`src/rtl/score_ram_if.sv`:
```
// score_ram_if: controller-to-score-RAM bus, carrying address, write strobe, write data, read data and best-score status.
interface score_ram_if #(parameter int WIDTH = 8);
  logic [7:0] address_in;
  logic r_w;
  logic [WIDTH-1:0] data_in;
  logic [WIDTH-1:0] data_out;
  logic ready;
  logic [WIDTH-1:0] best_level;
  logic [7:0] best_addr;
  modport master (output address_in, r_w, data_in, input data_out, ready, best_level, best_addr);
  modport slave (input address_in, r_w, data_in, output data_out, ready, best_level, best_addr);
endinterface

```
`src/rtl/score_ram.sv`:
```
// score_ram: per-user level RAM with post-reset clear sweep; best-level tracker enabled by SCORE_RAM_BEST_EN.
module score_ram #(
  parameter int DEPTH = 16,
  parameter int WIDTH = 8
) (
  input logic clk,
  input logic reset,
  score_ram_if.slave bus
);
  localparam int AW = $clog2(DEPTH);
  typedef enum logic {CLEAR, RUN} state_t;
  state_t state, next_state;
  logic [AW-1:0] clr_ptr;
  logic [WIDTH-1:0] mem [DEPTH];
  logic in_range, wr, last;
  logic [AW-1:0] idx;
  always_comb begin
    in_range = {24'd0, bus.address_in} < 32'(DEPTH);
    idx = bus.address_in[AW-1:0];
    last = clr_ptr == AW'(DEPTH - 1);
    wr = state == RUN && bus.r_w && in_range;
    next_state = state == CLEAR && last ? RUN : state;
  end
  always_ff @(posedge clk)
    if (reset) state <= CLEAR;
    else state <= next_state;
  assign bus.ready = state == RUN;
  always_ff @(posedge clk)
    if (reset) clr_ptr <= '0;
    else if (state == CLEAR) clr_ptr <= clr_ptr + 1'b1;
  // Memory has no reset: the sweep zeroes every entry before RUN is reachable.
  always_ff @(posedge clk)
    if (!reset && state == CLEAR) mem[clr_ptr] <= '0;
    else if (!reset && wr) mem[idx] <= bus.data_in;
  always_ff @(posedge clk)
    if (reset) bus.data_out <= '0;
    else bus.data_out <= state == RUN && in_range ? (bus.r_w ? bus.data_in : mem[idx]) : '0;
`ifdef SCORE_RAM_BEST_EN
  always_ff @(posedge clk)
    if (reset) begin
      bus.best_level <= '0;
      bus.best_addr <= '0;
    end else if (wr && bus.data_in > bus.best_level) begin
      bus.best_level <= bus.data_in;
      bus.best_addr <= bus.address_in;
    end
`else
  assign bus.best_level = '0;
  assign bus.best_addr = '0;
`endif
endmodule

```
`src/flat_wrapper.sv`:
```
// flat-port wrapper written by rule: the top's interface ports become plain ports
module score_ram_flat 
#(
  parameter int DEPTH = 16,
  parameter int WIDTH = 8
)
  (clk, reset, bus_address_in, bus_r_w, bus_data_in, bus_data_out, bus_ready, bus_best_level, bus_best_addr);
  score_ram_if #(.WIDTH(WIDTH)) bus_i ();
  input logic clk;
  input logic reset;
  input wire logic [$bits(bus_i.address_in)-1:0] bus_address_in;
  input wire logic [$bits(bus_i.r_w)-1:0] bus_r_w;
  input wire logic [$bits(bus_i.data_in)-1:0] bus_data_in;
  output wire logic [$bits(bus_i.data_out)-1:0] bus_data_out;
  output wire logic [$bits(bus_i.ready)-1:0] bus_ready;
  output wire logic [$bits(bus_i.best_level)-1:0] bus_best_level;
  output wire logic [$bits(bus_i.best_addr)-1:0] bus_best_addr;
  assign bus_i.address_in = bus_address_in;
  assign bus_i.r_w = bus_r_w;
  assign bus_i.data_in = bus_data_in;
  assign bus_data_out = bus_i.data_out;
  assign bus_ready = bus_i.ready;
  assign bus_best_level = bus_i.best_level;
  assign bus_best_addr = bus_i.best_addr;
  score_ram #(.DEPTH(DEPTH), .WIDTH(WIDTH)) u_core (.clk(clk), .reset(reset), .bus(bus_i));
endmodule
```
`config.mk`:
```
export PLATFORM = sky130hd
export DESIGN_NAME = score_ram_flat
export DESIGN_NICKNAME = d
export VERILOG_FILES = /design/src/rtl/score_ram_if.sv /design/src/rtl/score_ram.sv /design/src/flat_wrapper.sv
export SDC_FILE = /design/constraint.sdc
export NUM_CORES = 1
export LEC_CHECK = 0
export BUFFER_PORTS_ARGS = -buffer_cell sky130_fd_sc_hd__buf_4
export CAP_MARGIN = 20
export CORE_ASPECT_RATIO = 1.4
export CORE_MARGIN = 1
export CORE_UTILIZATION = 45
export CTS_CLUSTER_DIAMETER = 120
export DETAILED_ROUTE_END_ITERATION = 8
export PLACE_DENSITY = 0.64
export SETUP_SLACK_MARGIN = 0.2
export SLEW_MARGIN = 20
export SYNTH_ARGS = -nofsm -noshare
export SYNTH_HDL_FRONTEND = slang
export SYNTH_SLANG_ARGS = --single-unit
```
`constraint.sdc`:
```
create_clock -name clk -period 3.01 [get_ports clk]
set_clock_uncertainty 0.1 [all_clocks]
set_input_delay 0.301 -clock clk [delete_from_list [all_inputs] [get_ports clk]]
set_output_delay 0.301 -clock clk [all_outputs]
set_load 0.02 [all_outputs]
```
==> impl_metrics.tcl <==
set metrics [dict create \
    max-slew-margin-rel_pct 49.5 \
    tightest_slew_ps 755 \
    cts_sinks 141 \
    crit_chain "or4b_4, nor3_2, buf_4, a32oi_1, nor2_1" \
    die_area_sq_um 13300 \
    yosysWarnings 0 \
    yosysTopAreaCell "edfxtp_1" \
    drive_above_1_share_pct 34.1 \
    grt_pass1_vias 2925 \
    drc 18 \
    wl_per_cell_microns 22.2 \
    cellLeakagePower_nw 2.43 \
    dr.pass1.iters 6 \
    fin_crit_ps 2740 \
    via_per_inst 5.59 \
    cap_viol_max_count 0 \
    gr-total-overflow 0 \
    grt_pass1_wl_microns 17700 \
    grt_max_degree 37 \
    fp.dieH_microns 136 \
    synth_cell_types 32 \
    syn-instance-count 313 \
    netlist_top_cells_area "edfxtp_1 67%, mux4_2 12%, dfxtp_1 4.5%, buf_4 2.1%, o221ai_2 2.1%" \
    dp_cells 481 \
    cts_tree "built" \
    finalMaxSlewViolations 0 \
    fmax_mhz 365 \
    worstSetupPathType "reg -> reg" \
    clock_path_buffers 2 \
    clock_latency_ps 410 \
    drt-initial-drc-count 292 \
    nets 371 \
    syn_to_final_growth_pct 15.3 \
    worst_hold_path_type "in -> reg" \
    path_clk_slew_ps 60 \
    ant_nets 0 \
    rsz0062_at_grt "yes" \
    antenna_found_initial 0 \
    violations "design-rule violations" \
    synth_top_area_share_pct 66.6 \
    critPathCaptureType "flip-flop" \
    syn-cell-area_sq_um 5770 \
    vias 2875 \
    startpoint_type "flip-flop" \
    diodes 0 \
    cts_buffers 17 \
    row_count 48 \
    synth-seq-area-share_pct 71.1 \
    io_buffers 27 \
    grt_use_total_pct 18.8 \
    cts_root_buf "clkbuf_16" \
    syn_avg_cell_area_sq_um 18.4 \
    hold_viol 0 \
    cts-htree-levels 4 \
    crit_fanout 16 \
    critPathSlowestCell "nor2_1" \
    routabilityCongestion 0.834 \
    setup_viol 0 \
    max_stage_delay_ps 650 \
    power_density_nw_per_um2 643 \
    die_w_microns 97.7 \
    crit_arrival_ps 2680 \
    core_area_sq_um 12400 \
    pin_count 44 \
    stdcell_count 514 \
    status "complete, but fails checks" \
    fin_crit_sh_pct 91.1 \
    initial_core_util_pct 46.4 \
    cp.required_ps 2950 \
    totalWireLength_microns 11400 \
    fin_tns_setup_ps 0 \
    place_hpwl_microns 7290 \
    ys_ff_latch 141 \
    peakVddDrop_mv 0.342 \
]
synthesized netlist by cell type:
library cell,instances
buf_2,3
nor4b_1,1
a22oi_1,8
mux4_2,32
or4b_4,1
or2_1,1
nor2b_1,4
nor3_1,3
nand4b_1,1
buf_4,16
dfxtp_1,13
or4_4,1
conb_1,1
clkbuf_1,9
o221ai_2,8
xnor2_1,2
mux2i_1,4
nor3_2,1
nor2_1,23
and2b_2,1
or2_2,1
mux2_2,9
nor4_1,1
xor2_1,1
buf_6,3
ha_1,1
nand2_1,11
a31oi_1,3
and2_1,8
inv_1,12
a32oi_1,2
edfxtp_1,128
through the flow:
stage	instance area [sq um]	worst slack [ps]	power (W)	hold slack (ps)	util [%]
finish	6660	269	0.00428	154	53.5
detailed placement	6070	252	0.00235	437	48.8
global placement	6070	344	0.00235	435	48.8
floorplan	5830	295	0.00231	429	-
global route	6660	76.5	0.00440	154	53.5
CTS	6650	234	0.00430	138	53.5
metal layers:
layer  share of wire (%)  global-route usage, %
met1                  42                   25.3
met2                  51                   30.0
met3                 5.0                   4.22
met4                 1.5                   7.58
met5                   0                      0
report_power, final:
part,leakage (nW),internal [W],total [W],switching [W]
clock network,0.268,0.00115,0.00197,0.000819
logic,0.660,0.0000703,0.000173,0.000103
registers,1.50,0.00213,0.00214,0.0000120
final timing paths:
check	startpoint	to	slack (ps)	cells past startpoint
setup / recovery	u_core.bus.ready	u_core.mem[10][4]	270	5
hold / removal	bus_data_in[5]	u_core.bus.data_out[5]	150	3
setup reg to reg	u_core.bus.ready	u_core.mem[10][4]	270	5
hold reg to reg	u_core.clr_ptr[2]	u_core.clr_ptr[2]	500	2
cell usage in the layout (no fill, tap or decap), drive strengths merged:
| cell | Yosys | layout |
|---|---|---|
| inv | 12 | 15 |
| bufinv | 0 | 1 |
| nand4b | 1 | 1 |
| or4b | 1 | 1 |
| conb | 1 | 16 |
| clkinv | 0 | 7 |
| dlygate4sd3 | 0 | 1 |
| a31oi | 3 | 3 |
| clkbuf | 9 | 17 |
| nor4 | 1 | 1 |
| a32oi | 2 | 2 |
| xor2 | 1 | 1 |
| edfxtp | 128 | 128 |
| o221ai | 8 | 8 |
| nor2 | 23 | 23 |
| and2 | 8 | 8 |
| or2 | 2 | 2 |
| clkinvlp | 0 | 4 |
| a22oi | 8 | 8 |
| nor3 | 4 | 4 |
| xnor2 | 2 | 2 |
| ha | 1 | 1 |
| nor4b | 1 | 1 |
| dfxtp | 13 | 13 |
| nand2 | 11 | 11 |
| nor2b | 4 | 4 |
| mux4 | 32 | 32 |
| buf | 22 | 34 |
| or4 | 1 | 1 |
| mux2 | 9 | 9 |
| and2b | 1 | 1 |
| mux2i | 4 | 4 |
final cells by class:
cell class	instances	area (sq um)
clock inverters	15	143
clock buffers	17	425
well taps	150	188
repair buffers	35	265
fillers	964	5780
inverters	12	45.0
flip-flops and latches	141	4100
multi-input cells	144	1490
sequential cells by signal (all words and copies together), names as in the netlist:
| signal | cells |
|---|---|
| u_core.clr_ptr | 4 |
| u_core.bus.ready | 1 |
| u_core.mem | 128 |
| u_core.bus.data_out | 8 |
cells by family after synthesis:
| logic type | count (synthesis) | synth area share (%) |
|---|---|---|
| DFF | 141 | 71.1 |
| other | 1 | 0.0650 |
| xor gates and xnor gates | 3 | 0.455 |
| and+or+nand+nor | 58 | 5.16 |
| AOI/OAI and AO/OA | 21 | 3.75 |
| adders and majority gates | 1 | 0.217 |
| buffers and inverters | 43 | 4.29 |
| muxes | 45 | 14.9 |
timing repair:
action,in CTS,in global routing
buffers inserted,0,0
setup endpoints to repair,0,88
hold endpoints to repair,1,0
gates resized for setup,0,4
hold buffers,1,0
worst max-delay path, delay by kind of cell, from the launching register on:
| family | cells | cell delay [ps] |
|---|---|---|
| DFF | 1 | 530 |
| AOI/OAI and AO/OA | 1 | 210 |
| and+or+nand+nor | 3 | 1300 |
| buffers and inverters | 1 | 230 |
(Power assumes the default switching activity.)
